[src/rtl/vx_gpu_pkg.sv]
// rtl/vx_gpu_pkg.sv - shared types for the RAM-backed FIFO: output skid-buffer states.
package vx_gpu_pkg;

  typedef enum logic [1:0] {
    EMPTY = 2'd0,
    ONE   = 2'd1,
    TWO   = 2'd2
  } skid_state_t;

  // Entries currently held in the output skid buffer.
  function automatic logic [1:0] skid_level(skid_state_t s);
    return (s == TWO) ? 2'd2 : (s == ONE) ? 2'd1 : 2'd0;
  endfunction

endpackage

[src/rtl/vx_dp_ram.sv]
// rtl/vx_dp_ram.sv - dual-port RAM, one write port with lane enables, one read port (optionally registered).
module vx_dp_ram #(
  parameter int DATAW      = 32,
  parameter int SIZE       = 16,
  parameter int WRENW      = 1,
  parameter int OUT_REG    = 0,
  parameter int NO_RWCHECK = 0,
  parameter int ADDRW      = $clog2(SIZE)
) (
  input  logic             clk,
  input  logic             write,
  input  logic [WRENW-1:0] wren,
  input  logic [ADDRW-1:0] waddr,
  input  logic [DATAW-1:0] wdata,
  input  logic             read,
  input  logic [ADDRW-1:0] raddr,
  output logic [DATAW-1:0] rdata
);

  localparam int LANEW = DATAW / WRENW;

  logic [DATAW-1:0] mem [SIZE];

  always_ff @(posedge clk) begin
    if (write) begin
      for (int i = 0; i < WRENW; i++) begin
        if (wren[i]) mem[waddr][i*LANEW +: LANEW] <= wdata[i*LANEW +: LANEW];
      end
    end
  end

  generate
    if (OUT_REG != 0) begin : g_out_reg
      logic [DATAW-1:0] rdata_r;
      // Without NO_RWCHECK a colliding read returns the new write data.
      always_ff @(posedge clk) begin
        if (read) begin
          if (NO_RWCHECK == 0 && write && waddr == raddr) rdata_r <= wdata;
          else                                            rdata_r <= mem[raddr];
        end
      end
      assign rdata = rdata_r;
    end else begin : g_out_comb
      assign rdata = mem[raddr];
    end
  endgenerate

endmodule

[src/rtl/vx_ram_fifo.sv]
// rtl/vx_ram_fifo.sv - RAM-backed FIFO with registered push_ready and 2-entry output skid buffer.
// Optional RAM_FIFO_PERF_EN adds a full-stall cycle counter output.
module vx_ram_fifo
  import vx_gpu_pkg::*;
#(
  parameter int DATAW = 32,
  parameter int DEPTH = 16,
  parameter int CNTW  = $clog2(DEPTH + 1)
) (
  input  logic             clk,
  input  logic             reset,
  input  logic             push_valid,
  input  logic [DATAW-1:0] push_data,
  output logic             push_ready,
  output logic             pop_valid,
  output logic [DATAW-1:0] pop_data,
  input  logic             pop_ready,
  output logic [CNTW-1:0]  count
`ifdef RAM_FIFO_PERF_EN
  ,
  output logic [31:0]      perf_full_stalls
`endif
);

  localparam int ADDRW = $clog2(DEPTH);

  generate
    if (DEPTH < 4 || (DEPTH & (DEPTH - 1)) != 0) begin : g_bad_depth
      $error("vx_ram_fifo: DEPTH must be a power of 2 and at least 4");
    end
  endgenerate

  logic             push_fire;
  logic             pop_fire;
  logic             rd_fire;
  logic             rd_pending;
  logic [ADDRW-1:0] wr_ptr;
  logic [ADDRW-1:0] rd_ptr;
  logic [CNTW-1:0]  ram_cnt;
  logic [CNTW-1:0]  count_next;
  logic [2:0]       level_next;
  logic [DATAW-1:0] rd_data;
  logic [DATAW-1:0] buf0;
  logic [DATAW-1:0] buf1;
  skid_state_t      state;
  skid_state_t      state_next;

  assign push_fire  = push_valid & push_ready;
  assign pop_fire   = pop_valid & pop_ready;
  assign count_next = count + CNTW'(push_fire) - CNTW'(pop_fire);

  // Skid occupancy after this edge's pop, counting the read already in flight.
  assign level_next = 3'(skid_level(state)) + 3'(rd_pending) - 3'(pop_fire);
  assign rd_fire    = (ram_cnt != '0) && (level_next < 3'd2);

  always_ff @(posedge clk or posedge reset) begin
    if (reset) begin
      wr_ptr     <= '0;
      rd_ptr     <= '0;
      ram_cnt    <= '0;
      rd_pending <= 1'b0;
      count      <= '0;
      push_ready <= 1'b1;
    end else begin
      if (push_fire) wr_ptr <= wr_ptr + ADDRW'(1);
      if (rd_fire)   rd_ptr <= rd_ptr + ADDRW'(1);
      ram_cnt    <= ram_cnt + CNTW'(push_fire) - CNTW'(rd_fire);
      rd_pending <= rd_fire;
      count      <= count_next;
      push_ready <= (count_next < CNTW'(DEPTH));
    end
  end

  vx_dp_ram #(
    .DATAW      (DATAW),
    .SIZE       (DEPTH),
    .WRENW      (1),
    .OUT_REG    (1),
    .NO_RWCHECK (1)
  ) ram (
    .clk   (clk),
    .write (push_fire),
    .wren  (1'b1),
    .waddr (wr_ptr),
    .wdata (push_data),
    .read  (rd_fire),
    .raddr (rd_ptr),
    .rdata (rd_data)
  );

  always_ff @(posedge clk or posedge reset) begin
    if (reset) state <= EMPTY;
    else       state <= state_next;
  end

  always_comb begin
    state_next = state;
    case (state)
      EMPTY:   if (rd_pending) state_next = ONE;
      ONE: begin
        if (rd_pending && !pop_fire)      state_next = TWO;
        else if (!rd_pending && pop_fire) state_next = EMPTY;
      end
      TWO:     if (pop_fire) state_next = ONE;
      default: state_next = EMPTY;
    endcase
  end

  always_comb begin
    pop_valid = (state != EMPTY);
    pop_data  = buf0;
  end

  // Buffered data carries no reset; it is don't-care while pop_valid is low.
  always_ff @(posedge clk) begin
    if (pop_fire) begin
      if (state == TWO)    buf0 <= buf1;
      else if (rd_pending) buf0 <= rd_data;
    end else if (rd_pending) begin
      if (state == EMPTY) buf0 <= rd_data;
      else                buf1 <= rd_data;
    end
  end

  always @(posedge clk) begin
    if (!reset) assert (!(state == TWO && rd_pending)) else $error("vx_ram_fifo: arrival into full skid buffer");
  end

`ifdef RAM_FIFO_PERF_EN
  always_ff @(posedge clk or posedge reset) begin
    if (reset)                         perf_full_stalls <= '0;
    else if (push_valid && !push_ready) perf_full_stalls <= perf_full_stalls + 32'd1;
  end
`endif

endmodule
[config.mk]
export PLATFORM = sky130hd
export DESIGN_NAME = vx_ram_fifo
export DESIGN_NICKNAME = d
export VERILOG_FILES = /design/src/rtl/vx_gpu_pkg.sv /design/src/rtl/vx_dp_ram.sv /design/src/rtl/vx_ram_fifo.sv
export SDC_FILE = /design/constraint.sdc
export NUM_CORES = 1
export LEC_CHECK = 0
export BUFFER_PORTS_ARGS = -buffer_cell sky130_fd_sc_hd__buf_2
export CAP_MARGIN = 20
export CORE_UTILIZATION = 59
export CTS_BUF_LIST = sky130_fd_sc_hd__clkbuf_8 sky130_fd_sc_hd__clkbuf_16
export DETAILED_ROUTE_END_ITERATION = 12
export MAX_ROUTING_LAYER = met4
export PLACE_DENSITY = 0.83
export RECOVER_POWER = 25
export SLEW_MARGIN = 20
export SYNTH_ARGS = -nofsm -noshare
export SYNTH_HDL_FRONTEND = slang
export SYNTH_HIERARCHICAL = 1
export SYNTH_SLANG_ARGS = --single-unit
[constraint.sdc]
create_clock -name clk -period 4.2 [get_ports clk]
set_input_delay 0.63 -clock clk [delete_from_list [all_inputs] [get_ports clk]]
set_output_delay 0.63 -clock clk [all_outputs]
set_load 0.01 [all_outputs]
==> reports/qor.yml <==
outcome:
  status: "finished clean"
route:
  vias: 11200
  dr.pass1.iters: 7
  antenna_left: 0
  wl_per_cell_um: 28.7
  routed_via_density: 6.40
  drt_iter0_drc: 1089
  drc: 0
  drt-total-wl_mm: 50.0
critical_path:
  worstPathArrival_ns: 3.78
  crit_chain: "and2b_1 > nor2b_1 > o21ai_0 > fa_1 > xnor2_1 > and3_4 > ha_1 > inv_1 > ha_1 > fa_1 > a21oi_1 > nor2_1 > nor2_1 > xnor2_1"
  crit_path_max_incr_delay_ns: 0.51
  startpoint_type: "register"
  crit_family: "adder cells"
  r2r_start: "state[0]"
  worstPathRequired_ns: 4.71
  crit_path_top_delay_cell: "dfrtp_1"
  critical_path.endpoint_type: "register"
  regToRegSetupSlack_ns: 0.94
  reg2regPathDepth: 14
  worstSetupPathType: "reg -> reg"
  worst-path-buf-inv: 1
  reg2reg_to: "ram_cnt[4]"
  cp_max_fo: 6
synthesis:
  yosysMostFrequentCell: "edfxtp_1"
  synth_xor_xnor_area_share: 0.00592
  syn_area_um2: 23700
  synth_top_cell_by_area: "edfxtp_1"
  synth_top_family_by_area: "multiplexers"
  async_reset_ff_frac: 0.0349
  synth_area_leaders: "edfxtp_1 (77%), mux4_2 (12%), dfrtp_1 (2.2%), a22oi_1 (2.0%), mux2_2 (1.6%)"
  ys_top_cells_by_count: "edfxtp_1 (608), mux4_2 (128), a22oi_1 (64)"
  synth_cells: 1049
  syn_avg_cell_area_um2: 22.6
  synth_edf_count: 608
  synth-main-ff-cell: "edfxtp_1"
  yosys.area.top_type_share: 0.771
  seq_area_frac_synth: 0.794
  synth-warning-count: 6
  synth_adder_area_share: 0.00888
  yosys_register_bits: 630
  synth_simple_gate_area_frac: 0.0170
  synth_compound_area_frac: 0.0235
  synthMuxAreaShare: 0.138
  synthDistinctLibCells: 39
placement:
  dp_cells: 1641
  place_ws_ns: 0.809
  place_hpwl_mm: 26.6
  routabilityCongestion: 0.798
  port_buffers: 74
clock_tree:
  cts.sinks: 630
  clock_path_buffers: 3
  postCtsHoldBufs: 0
  cts_made_buffers: 58
  cts_resized: 0
  post-cts-setup-buffers: 0
  cts_max_level: 2
  ctsRootBufferMaster: "clkbuf_16"
  path_clk_slew_ns: 0.06
  cts_tree: "yes"
  clkLatencyLatePin_ns: 0.60
sta:
  setup_violations: 0
  tns_ns: 0
  max_freq_ghz: 0.306
  layout_setup_ws_ns: 0.936
  finalMaxSlewViolations: 0
  slew_headroom: 0.247
  period_minus_slack_ns: 3.26
  fin_crit_sh: 0.777
  fin_skew_ns: 0.0140
  finalHoldViolations: 0
  rsz0062_at_grt: "false"
  worstMarginPinSlew_ns: 1.13
cells_and_area:
  n_antenna_cell: 0
  final_cell_count_no_fill: 1744
  num-nets-final: 1227
  regArea_um2: 18800
  multi_input_area_um2: 4740
  drive_gt1_frac: 0.288
  syn_to_final_growth_pct: 12.8
  fillers: 2389
floorplan:
  chipHeight_um: 202
  coreArea_um2: 39600
  dieArea_um2: 40900
  start_util: 0.597
  ios: 75
  fp-row-count: 73
  die_x_um: 202
global_routing:
  overflow: 0
  grt_pass1_vias: 11800
  track_usage: 0.263
  grt_max_degree: 54
  antenna_found_initial: 0
  grt_pass1_wl_mm: 75.6
power:
  power_w: 0.0183
  peakVddDrop_v: 0.000597
  power_density_nw_per_um2: 686
  p_leak_nw: 8.79
run:
  maxCapViolations: 0
hold_path:
  hp-class: "in -> async"
-- per-layer routing --
metal	routed length, µm	global-route usage
met5	0	-
met4	1450	0.0892
met3	3240	0.0411
met2	26400	0.437
met1	18900	0.336
-- where the power goes --
group / switching, W / internal (W) / total [W]
clock: 0.00218 / 0.00283 / 0.00502
sequential: 0.000529 / 0.00800 / 0.00853
combinational: 0.00268 / 0.00211 / 0.00478
total: 0.00539 / 0.0129 / 0.0183
-- cell families (layout without fill, tap and decap cells) --
group           count (synthesis)  after routing
mux                           162            162
other cells                     1              4
compound gates                 77             77
xor+xnor                       16             16
flops                         630            630
simple gates                   85             85
fa+ha+maj                      15             15
buf+inv                        63            230
-- flip-flops by register name, summed over array words and instances (netlist names) --
signal / cells
buf1: 32
count: 5
pop_data: 32
push_ready: 1
ram/mem: 512
ram/rdata: 32
ram_cnt: 5
rd_pending: 1
rd_ptr: 4
state: 2
wr_ptr: 4
-- per-stage QoR --
step / util / hold WS, ns / instance area [µm²]
2_1_floorplan: - / 0.420 / 23700
3_3_place_gp: 0.629 / 0.427 / 24900
3_5_place_dp: 0.629 / 0.429 / 24900
4_1_cts: 0.675 / 0.204 / 26700
5_1_grt: 0.674 / 0.252 / 26700
6_report: 0.674 / 0.195 / 26700
-- worst max path at each step --
stage,cells past startpoint,from,to,slack (ns)
detailed placement,15,pop_ready,ram_cnt[4],0.81
global placement,15,pop_ready,ram_cnt[4],0.84
finish,14,state[0],ram_cnt[4],0.94
floorplan,5,push_valid,ram/mem[0][0],0.21
CTS,14,state[0],ram_cnt[4],0.93
global route,14,state[0],ram_cnt[4],0.74
-- area by class of cell --
type,instances,area share
sequential,630,0.704
clock inverter,44,0.0120
clock buffer,59,0.0553
inverter,16,0.00225
timing repair buffer,111,0.0241
tap,525,0.0246
multi-input combinational,359,0.177
-- layout by cell type (no fill, tap or decap), drive strengths merged, types with 6 or more instances in the layout --
cell type	synthesis	routed
xor2	6	6
a22oi	64	64
edfxtp	608	608
clkinv	0	22
buf	22	87
clkbuf	25	83
dfrtp	21	21
mux4	128	128
mux2	34	34
nand2	40	40
ha	12	12
inv	16	31
xnor2	10	10
nor2	18	18
(Power assumes the default switching activity.)
